### src/rtl/data_ram_dp_param.sv
// Parametrised dual-port data RAM: write port A, read port B, hardware clear after reset.
// Build option: define DATA_RAM_BYPASS_EN to forward a same-cycle port A write to port B.
module data_ram_dp_param #(
  parameter int unsigned       DATA_W    = 8,
  parameter int unsigned       ADDR_W    = 5,
  parameter int unsigned       DEPTH     = 32,
  parameter logic [DATA_W-1:0] CLEAR_VAL = '0,
  parameter bit                READ_REG  = 1'b0
) (
  input  logic              clk,
  input  logic              rst,
  input  logic              en_A,
  input  logic              wr_A,
  input  logic [ADDR_W-1:0] adrs_A,
  input  logic [DATA_W-1:0] data_in,
  input  logic              rd_en_B,
  input  logic [ADDR_W-1:0] adrs_B,
  output logic [DATA_W-1:0] data_out,
  output logic              valid_B,
  output logic              ready,
  output logic              err_A
);

`ifdef DATA_RAM_BYPASS_EN
  localparam bit BYPASS = 1'b1;
`else
  localparam bit BYPASS = 1'b0;
`endif

  localparam int unsigned       IDX_W     = (DEPTH > 1) ? $clog2(DEPTH) : 1;
  localparam logic [ADDR_W:0]   DEPTH_X   = (ADDR_W + 1)'(DEPTH);
  localparam logic [ADDR_W-1:0] LAST_ADDR = ADDR_W'(DEPTH - 1);

  typedef enum logic {
    ST_CLEAR = 1'b0,
    ST_RUN   = 1'b1
  } state_e;

  // state is the FSM observation point; ready mirrors state == ST_RUN.
  state_e state;
  state_e state_nxt;
  logic   clr_we;

  logic [ADDR_W-1:0] clr_ptr;
  logic [DATA_W-1:0] mem [DEPTH];

  logic              a_in_range;
  logic              b_in_range;
  logic              wr_req;
  logic              wr_ok;
  logic              bypass_hit;
  logic [DATA_W-1:0] b_word;
  logic [DATA_W-1:0] rd_word;

  always_ff @(posedge clk) begin
    if (rst) begin
      state <= ST_CLEAR;
    end else begin
      state <= state_nxt;
    end
  end

  always_comb begin
    state_nxt = state;
    if (state == ST_CLEAR && clr_ptr == LAST_ADDR) begin
      state_nxt = ST_RUN;
    end
  end

  always_comb begin
    ready  = (state == ST_RUN);
    clr_we = (state == ST_CLEAR) && !rst;
  end

  // The pointer parks on the last word once the clear completes.
  always_ff @(posedge clk) begin
    if (rst) begin
      clr_ptr <= '0;
    end else if (clr_we && clr_ptr != LAST_ADDR) begin
      clr_ptr <= clr_ptr + ADDR_W'(1);
    end
  end

  always_comb begin
    a_in_range = ({1'b0, adrs_A} < DEPTH_X);
    b_in_range = ({1'b0, adrs_B} < DEPTH_X);
    wr_req     = en_A && wr_A;
    wr_ok      = wr_req && ready && a_in_range;
    bypass_hit = BYPASS && wr_ok && (adrs_A == adrs_B);
  end

  always_ff @(posedge clk) begin
    if (rst) begin
      err_A <= 1'b0;
    end else begin
      err_A <= wr_req && (!ready || !a_in_range);
    end
  end

  // Clear and port A writes are exclusive: writes require ST_RUN.
  always_ff @(posedge clk) begin
    if (clr_we) begin
      mem[clr_ptr[IDX_W-1:0]] <= CLEAR_VAL;
    end else if (wr_ok) begin
      mem[adrs_A[IDX_W-1:0]] <= data_in;
    end
  end

  always_comb begin
    b_word  = b_in_range ? mem[adrs_B[IDX_W-1:0]] : CLEAR_VAL;
    rd_word = bypass_hit ? data_in : b_word;
  end

  // Port B handshake: with READ_REG=1 a request accepted at an edge (rd_en_B high
  // while ready) produces data_out with valid_B high for exactly the next cycle;
  // with READ_REG=0 data_out is always current and valid_B is tied high.
  if (READ_REG) begin : g_reg_read
    logic [DATA_W-1:0] dout_q;
    logic              vld_q;

    always_ff @(posedge clk) begin
      if (rst) begin
        dout_q <= '0;
        vld_q  <= 1'b0;
      end else begin
        vld_q <= rd_en_B && ready;
        if (rd_en_B && ready) begin
          dout_q <= rd_word;
        end
      end
    end

    assign data_out = dout_q;
    assign valid_B  = vld_q;
  end else begin : g_comb_read
    logic unused_rd_en;

    assign unused_rd_en = rd_en_B;
    assign data_out     = rd_word;
    assign valid_B      = 1'b1;
  end

endmodule

### config.mk
export PLATFORM = sky130hd
export DESIGN_NAME = data_ram_dp_param
export DESIGN_NICKNAME = d
export VERILOG_FILES = /design/src/rtl/data_ram_dp_param.sv
export SDC_FILE = /design/constraint.sdc
export NUM_CORES = 1
export LEC_CHECK = 0
export CORE_UTILIZATION = 24
export CTS_CLUSTER_DIAMETER = 100
export CTS_CLUSTER_SIZE = 14
export DETAILED_ROUTE_END_ITERATION = 10
export PLACE_DENSITY_LB_ADDON = 0.12
export SYNTH_ARGS = -nofsm -noshare
export SYNTH_HDL_FRONTEND = slang
export SYNTH_SLANG_ARGS = --single-unit
export TNS_END_PERCENT = 1
### constraint.sdc
create_clock -name clk -period 3.15 [get_ports clk]
set_input_delay 0.4725 -clock clk [delete_from_list [all_inputs] [get_ports clk]]
set_output_delay 0.4725 -clock clk [all_outputs]
set_load 0.05 [all_outputs]
### Yosys cells after proc, flatten, opt, wreduce, memory -nomap -nowiden

Memory sizes are Yosys's and may differ from the RTL's.
Cells that the tools add are included.

* add/subtract/negate cells: 1
* eq/ne operators: 2
* muxes and demuxes: 8
* bitwise operators: 1
* reductions and logical operators: 9

Operator list (number)
* $mux 8: 1
* $reduce_or 8->1: 1
* $logic_and 1x1->1: 6
* $mux 1: 6
* $add 5x1->5 const B: 1
* $eq 5x5->1 const B: 1
* $mux 5: 1
* $ne 5x5->1 const B: 1
* $logic_not 1->1: 2
* $not 1->1: 1

* flip-flop bits (word level): 7
* memory bits (writable): 256
* input port bits: 23
* output and inout bits: 11
* memories kept: 1

Memories
* mem: words 32, width 8, rd ports 1, clocked after memory_dff 0, write ports 1, line 45 `logic [DATA_W-1:0] mem [DEPTH];`

### Longest topological paths before layout

Gate-level depths: netlist of the first run.

* depth after elaboration: 7
* mapped depth: 6
* mapped depth without buffers: 6

### Least setup slack after synthesis of the first run

Ideal clock, no wire load.

* path kind: input -> output
* start: input adrs_B[2]
* end: output data_out[0]
* arrival: 2294 ps
* data required time: 2677 ps
* path slack: 383 ps
* cell stages on the path: 5
* path buffers: 2
* cells stage by stage: clkbuf_1 > buf_1 > mux4_2 > mux4_2 > mux2_2

* word-level cells in the longest chain between the ends: 1

RTL lines
* start, declared: line 17 `input logic [ADDR_W-1:0] adrs_B,`
* $mem_v2 32x8
* end, declared: line 18 `output logic [DATA_W-1:0] data_out,`

No other way between the ends.

### Worst setup path after layout of the first run

* start: input adrs_B[0]
* end: output data_out[4]

Same word-level chain as after synthesis.

==> results.toml, run 1 <==
[global_routing]
grt_pass1_wl_mm = 35.7
antenna_found_initial = 0
grt_max_degree = 33
grt_remaining_overflow = 0
globalRouteTotalUtil = 0.113
grt_pass1_vias = 5080

[route]
drc = 0
drtIter0Drc = 473
drtPass1Iterations = 5
wire_per_inst_um = 21.6
wl_mm = 24.5
ant_nets = 0
vias = 4865
vias_per_cell = 4.29

[timing]
setup_viol = 0
skew_ps = 10.9
finalHoldViolCount = 0
holdWs_ps = 569
fin_ws_ps = 158
fmax_mhz = 334
post-route-period-util = 0.950
slew_headroom = 0.315
worstMarginPinSlew_ps = 1030
setup_tns_ps = 0
drv_slew = 0
rsz0062_at_grt = "no"
post-route-min-period_ps = 2990

[clock_network]
clkTransAtPathRegs_ps = 60
cts_inserted_buffers = 22
clockBufferDepth = 3
cts-hold-fix-buffers = 0
post-cts-setup-buffer-count = 0
cts_sinks = 263
clk_latency_ps = 510
cts-root-buf = "clkbuf_16"
post_cts_resized = 0
cts.htree.levels = 1
cts_tree = "done"

[floorplan]
placementRows = 75
die_h_um = 210
die_x_um = 210
io-pin-count = 34
start_util = 0.245
core_area_um2 = 42300
dieArea_um2 = 44100

[setup_path]
critPathArrivalTime_ps = 2520
crit_path_max_incr_delay_ps = 590
start_kind = "primary input"
crit_required_ps = 2680
critPathTopFamily = "multiplexers"
worstSetupPathType = "primary input to output pin"
startpoint = "adrs_B[0]"
cp_slowest_cell = "mux4_2"
endpoint_kind = "output pin"
r2r-start = "ready"
crit_chain = "buf_4 > buf_12 > mux4_2 > mux4_2 > mux2_2 > buf_4"
path_buf_inv = 3
critPathMaxFanout = 24

[power_and_ir_drop]
leakagePower_nw = 3.40
p_per_area_nw_per_um2 = 539
irDropWorstVdd_mv = 0.212
p_total_mw = 6.65

[synth]
synth.cell_area_um2 = 10400
synth_nets = 491
synth_xor_xnor_area_share = 0.00169
synth_top_cell_area_share = 0.741
synth_edf_count = 256
seq_area_frac_synth = 0.754
synthAdderAreaFrac = 0.00241
synth_compound_area_frac = 0.00627
synth_largest_area_cell = "edfxtp_1"
ys.flop_type = "edfxtp_1"
muxShareOfSynthArea = 0.188
synth_top_family_by_area = "multiplexers"
synth-simple-area-share = 0.0328
synthTopCellsByArea = "edfxtp_1 (74%), mux4_2 (17%), nor3_1 (1.6%), dfxtp_1 (1.4%), mux2_2 (1.1%)"
synthCells = 466
yosysWarnings = 0
syn_area_per_cell_um2 = 22.3
ys_seq_elements = 263
synth_cell_types = 29
async_reset_ff_frac = 0

[placement]
placed_area_um2 = 11700
port_buffers = 31
place_ws_ps = 113
hpwlAfterDp_mm = 15.8
gp_congestion = 0.720

[layout]
layout_commonest_cell = "edfxtp_1"
nets = 575
final_cell_mix = "edfxtp_1 (256), mux4_2 (80), buf_4 (57)"
syn_to_final_growth_pct = 19.0
layout-drive-gt1-share = 0.323
stdcell_area_um2 = 12300
n_fill_cell = 4162
diodes = 0

[worst_hold_path]
hold_path.class = "flop to flop"
min_from = "clr_ptr[3]"

[flow_run]
cap_violations = 0

[run_status]
status = "finished, final reports clean"
==> power by group <==
part / internal (mW) / switching [mW] / total (mW)
sequential: 3.81 / 0.0111 / 3.82
combinational: 0.161 / 0.191 / 0.351
clock: 1.32 / 1.17 / 2.49
total: 5.29 / 1.37 / 6.65
==> metal layers <==
metal | routed length, µm | track usage
met1 | 12300 | 0.176
met2 | 10500 | 0.161
met3 | 1300 | 0.0231
met4 | 417 | 0.0234
met5 | 0 | 0
==> tightest hold or removal path: cells and delay by family, from the launching register on <==
kind           cells  cell delay [ps]
AO/OA/AOI/OAI      2              170
flip-flops         1              340
==> flip-flops by register name, indices dropped and copies added (netlist names) <==
name	cells
ready	1
clr_ptr	5
err_A	1
mem	256
==> cells in the mapped netlist (all sizes together), types with 4 or more instances <==
master / n
clkbuf: 9
nor3: 33
nor2: 7
mux2: 10
and2: 9
nand2: 4
dfxtp: 7
nor2b: 4
edfxtp: 256
mux2i: 4
mux4: 80
buf: 17
==> cells by family after synthesis <==
kind of cell	after synthesis
xor gates and xnor gates	2
AOI/OAI and AO/OA	10
muxes	94
DFF	263
other	1
adders and majority gates	2
buffers and inverters	29
and+or+nand+nor	65
==> final timing paths <==
path	endpoint	slack [ps]	cells past startpoint
worst max-delay path	data_out[4]	160	6
worst min-delay path	clr_ptr[3]	570	2
worst max register to register	mem[31][4]	880	5
worst min register to register	clr_ptr[3]	570	2
==> final cells by class <==
cell class              count  area (µm²)  share of cell area
flip-flops and latches    263        7830               0.634
multi-input cells         174        2410               0.195
repair buffers             86         771              0.0624
well taps                 577         722              0.0585
clock buffers              30         602              0.0487
inverters                   3        11.3            0.000912
clock inverters             1        5.00            0.000405
==> metrics by stage <==
| stage | std cells | utilization |
|---|---|---|
| final | 1134 | 0.292 |
| after global routing | 1134 | 0.292 |
| after CTS | 1133 | 0.292 |
| after global placement | 1102 | 0.277 |
| after detailed placement | 1102 | 0.277 |
| after floorplan | 466 | - |
No activity file was read; power rests on OpenSTA's default activity.
==> run 2: changes to the inputs <==
Settings changed: ABC_AREA from default to 1.
Clock period 3.15 ns to 3.3 ns, I/O delays scaled along.
==> results.toml, run 2 <==
[timing]
rsz0062_at_grt = "no"
finalHoldViolCount = 0
skew_ps = 15.5
post-route-period-util = 0.826
drv_slew = 0
post-route-min-period_ps = 2730
worstMarginPinSlew_ps = 817
fmax_mhz = 367
holdWs_ps = 512
slew_headroom = 0.453
setup_tns_ps = 0
setup_viol = 0

[layout]
final_cell_mix = "nand2_1 (377), edfxtp_1 (256), nand3_1 (193)"
layout-drive-gt1-share = 0.106
instances_no_fill = 1641
layout_commonest_cell = "nand2_1"
nets = 1066
largest_reg_flops = 256
n_fill_cell = 4603
seq_area_um2 = 7830
syn_to_final_growth_pct = 17.9
multi_input_area_um2 = 2770

[setup_path]
critPathMaxFanout = 32
r2r-start = "ready"
crit_required_ps = 2800
worstSetupPathType = "primary input to output pin"
startpoint = "adrs_B[2]"
endpoint_kind = "output pin"
start_kind = "primary input"
critPathArrivalTime_ps = 2230

[synth]
synth_largest_area_cell = "edfxtp_1"
ys_seq_elements = 263
synth_most_common_cell = "nand2_1"
synth_top_family_by_area = "simple AND/OR/NAND/NOR gates"
synthCells = 986
synth.cell_area_um2 = 11000
synthTopCellsByArea = "edfxtp_1 (70%), nand2_1 (13%), nand3_1 (8.8%), nor2_1 (1.7%), dfxtp_1 (1.3%)"
yosysWarnings = 0
synth_compound_area_frac = 0.00639
synth_cell_types = 23
synth_xor_xnor_area_share = 0
synth_top_cell_area_share = 0.701
synth_edf_count = 256
netlist_top_cells_count = "nand2_1 (377), edfxtp_1 (256), nand3_1 (193)"
muxShareOfSynthArea = 0
synth_nets = 1011
ys.flop_type = "edfxtp_1"
async_reset_ff_frac = 0
syn_area_per_cell_um2 = 11.1
seq_area_frac_synth = 0.714
synthAdderAreaFrac = 0.00228
synth-simple-area-share = 0.242

[power_and_ir_drop]
leakagePower_nw = 4.64
sw_frac_of_total = 0.233
p_clk_frac = 0.367
pwr-share-comb = 0.085
seqPwrFrac = 0.549
power.net_switching_mw = 1.55
p_per_area_nw_per_um2 = 513
irDropWorstVdd_mv = 0.300
p_int_mw = 5.09

[global_routing]
grt_max_degree = 90
antenna_found_initial = 0
grt_pass1_wl_mm = 45.5
grt_remaining_overflow = 0
grt_pass1_vias = 7038
globalRouteTotalUtil = 0.130

[run_status]
status = "finished, final reports clean"

[route]
ant_nets = 0
drtPass1Iterations = 4
wire_per_inst_um = 18.2
wl_mm = 29.9
vias_per_cell = 4.21
drc = 0
vias = 6908
drtIter0Drc = 367

[worst_hold_path]
hold_path.class = "flop to flop"
min_from = "clr_ptr[2]"

[flow_run]
cap_violations = 0

[floorplan]
start_util = 0.246
die_x_um = 216
io-pin-count = 34
dieArea_um2 = 46600
die_h_um = 216
placementRows = 77
core_area_um2 = 44600

[placement]
gp_congestion = 0.762
hpwlAfterDp_mm = 17.7
port_buffers = 31
dp_cells = 1609

[clock_network]
post-cts-setup-buffer-count = 0
clk_latency_ps = 520
clkTransAtPathRegs_ps = 70
cts_inserted_buffers = 22
cts_sinks = 263
cts.htree.levels = 1
post_cts_resized = 0
cts-root-buf = "clkbuf_16"
cts-hold-fix-buffers = 0
cts_tree = "done"
clockBufferDepth = 3
-- run 2: worst max-delay path, cell delays in order --
cell and delay (ps):
clkdlybuf4s50_1 510, inv_1 150, buf_12 230, nand3_1 100, nand2_1 90, nand2_1 70
nand2_1 130, nand2_1 60, nand2_1 220, buf_12 170
-- run 2: power by group through the flow --
| stage | Sequential, mW | Combinational (mW) | Clock (mW) |
|---|---|---|---|
| 2_1_floorplan | 3.71 | 0.327 | 0 |
| 3_3_place_gp | 3.71 | 0.571 | 0 |
| 3_5_place_dp | 3.71 | 0.571 | 0 |
| 4_1_cts | 3.64 | 0.572 | 2.52 |
| 5_1_grt | 3.64 | 0.623 | 2.63 |
| 6_report | 3.64 | 0.561 | 2.43 |
-- run 2: final timing paths --
path	end	slack [ps]	cells past startpoint
max	data_out[2]	570	10
min	clr_ptr[2]	510	2
max reg2reg	mem[8][6]	840	6
min reg2reg	clr_ptr[2]	510	2
-- run 2: cell families after synthesis --
| logic type | Yosys count |
|---|---|
| other | 1 |
| AOI/OAI and AO/OA | 11 |
| buffers and inverters | 80 |
| adders and majority gates | 2 |
| and+or+nand+nor | 629 |
| DFF | 263 |
-- run 2: per-layer routing --
layer | vias to the layer above | track usage | wire, µm
met5 | - | 0 | 0
met4 | 0 | 0.0322 | 507
met3 | 29 | 0.0159 | 938
met2 | 94 | 0.212 | 13900
met1 | 3304 | 0.183 | 14500
li1 | 3481 | - | -
-- run 2: cell type report --
| type | count | area share |
|---|---|---|
| Antenna cell | 1 | 0.000193 |
| Clock buffer | 30 | 0.0465 |
| Clock inverter | 1 | 0.000387 |
| Inverter | 26 | 0.00774 |
| Multi-Input combinational cell | 643 | 0.214 |
| Sequential cell | 263 | 0.605 |
| Tap cell | 592 | 0.0572 |
| Timing Repair Buffer | 85 | 0.0687 |
-- run 2: per-stage QoR --
stage | total power [mW] | setup WS (ps) | area (µm²) | utilization
2_1_floorplan | 4.04 | 1050 | 11000 | -
3_3_place_gp | 4.28 | 276 | 12300 | 0.276
3_5_place_dp | 4.28 | 238 | 12300 | 0.276
4_1_cts | 6.73 | 564 | 12900 | 0.290
5_1_grt | 6.89 | 431 | 12900 | 0.290
6_report | 6.63 | 573 | 12900 | 0.290
==> run 3: changes to the inputs <==
Clock period 3.3 ns to 2.5 ns, I/O delays scaled along.
==> results.toml, run 3 (synthesis results as in run 2) <==
[run_status]
status = "finished, final reports clean"

[global_routing]
antenna_found_initial = 0
grt_remaining_overflow = 0
globalRouteTotalUtil = 0.132
grt_pass1_vias = 7277
grt_pass1_wl_mm = 46.5
grt_max_degree = 50

[placement]
hpwlAfterDp_mm = 18.6
dp_cells = 1628
gp_congestion = 0.723
port_buffers = 31

[flow_run]
cap_violations = 0

[route]
wl_mm = 30.5
drtPass1Iterations = 5
drtIter0Drc = 508
drc = 0
vias = 7071
vias_per_cell = 4.26
ant_nets = 0
wire_per_inst_um = 18.4

[setup_path]
path_buf_inv = 4
critPathArrivalTime_ps = 1920
cp_slowest_cell = "buf_12"
critPathTopFamily = "simple AND/OR/NAND/NOR gates"
cpMostUsedCell = "nand2_1"
r2r-start = "ready"
crit_required_ps = 2120
r2r_end = "mem[8][2]"
start_kind = "primary input"
crit_path_max_incr_delay_ps = 240
cp.depth = 12
reg2regPathDepth = 6
critPathMaxFanout = 35
worstSetupPathType = "primary input to output pin"
crit_chain = "buf_4 > inv_4 > buf_12 > nand2_1 > nand3_1 > nand3_1 > nand2_1 > nand2_1 > nand2_1 > nand2_1 > nand2_1 > buf_12"
endpoint_kind = "output pin"
reg2reg_slack_ps = 290

[layout]
nets = 1085
final_cell_mix = "nand2_1 (374), edfxtp_1 (256), nand3_1 (193)"
largest_reg_flops = 256
layout_commonest_cell = "nand2_1"
diodes = 0
instances_no_fill = 1658
syn_to_final_growth_pct = 20.7
layout-drive-gt1-share = 0.125

[clock_network]
clk_latency_ps = 540
cts_inserted_buffers = 22
cts-root-buf = "clkbuf_16"
clkTransAtPathRegs_ps = 60
cts_tree = "done"
clockBufferDepth = 3
cts-hold-fix-buffers = 0
cts_sinks = 263
cts.htree.levels = 1

[floorplan]
dieArea_um2 = 46600
io-pin-count = 34
placementRows = 77
die_x_um = 216
core_area_um2 = 44600
die_h_um = 216
start_util = 0.246

[worst_hold_path]
min_to = "err_A"
hold_path.class = "primary input to flop"
min_from = "wr_A"
hold_depth = 3

[timing]
rsz0062_at_grt = "no"
post-route-period-util = 0.920
fmax_mhz = 435
post-route-min-period_ps = 2300
drv_slew = 0
skew_ps = 18.5
worstMarginPinSlew_ps = 732
setup_viol = 0
setup_tns_ps = 0
finalHoldViolCount = 0
slew_headroom = 0.510

[power_and_ir_drop]
p_int_mw = 6.68
pwr-share-comb = 0.089
irDropWorstVdd_mv = 0.399
seqPwrFrac = 0.551
power.net_switching_mw = 2.04
p_clk_frac = 0.361
p_per_area_nw_per_um2 = 659
sw_frac_of_total = 0.234
leakagePower_nw = 4.77
p_total_mw = 8.73
run 3: cell types whose count changed in the layout (fill, tap and decap cells not counted), moves of 3 or more:
cell	delta
nand2_1	-3
nand2_2	+3
buf_12	+13
buf_4	+6
run 3: routing by layer:
layer,share of wire,GRT usage
met1,0.48,0.184
met2,0.47,0.220
met3,0.029,0.0165
met4,0.017,0.0293
met5,0,0
run 3: final cells by class:
class                   instances  area, µm²
clock inverters                 2       21.3
well taps                     592        741
fillers                      4582      31400
flip-flops and latches        263       7830
clock buffers                  28        573
repair buffers                104       1200
multi-input cells             643       2780
inverters                      26        100
run 3: worst max-delay path by stage:
| stage | startpoint | end |
|---|---|---|
| 6_report | adrs_B[0] | data_out[7] |
| 5_1_grt | ready | mem[9][2] |
| 4_1_cts | adrs_B[2] | data_out[0] |
| 3_5_place_dp | en_A | mem[9][5] |
| 3_3_place_gp | en_A | mem[10][2] |
| 2_1_floorplan | ready | mem[0][0] |
run 3: tightest hold or removal path, cell delays in order:
cell	delay (ps)
clkdlybuf4s50_1	460
nand2_1	80
nor2_1	40
run 3: stage by stage:
stage	setup WS, ps	util	area, µm²	hold WS, ps
detailed placement	-253	0.283	12600	516
global route	24.2	0.297	13200	469
global placement	-210	0.283	12600	514
floorplan	250	-	11000	459
CTS	9.67	0.297	13200	461
finish	200	0.297	13200	474
run 3: power groups by stage:
stage	sequential, mW	combinational [mW]	clock (mW)
3_3_place_gp	4.90	0.786	0
2_1_floorplan	4.90	0.431	0
5_1_grt	4.81	0.853	3.41
3_5_place_dp	4.90	0.784	0
4_1_cts	4.80	0.786	3.27
6_report	4.80	0.773	3.15
run 3: timing repair:
| item | in CTS | in global routing |
|---|---|---|
| buffers inserted | 0 | 0 |
| setup endpoints to repair | 0 | 5 |
| resized for setup | 0 | 4 |
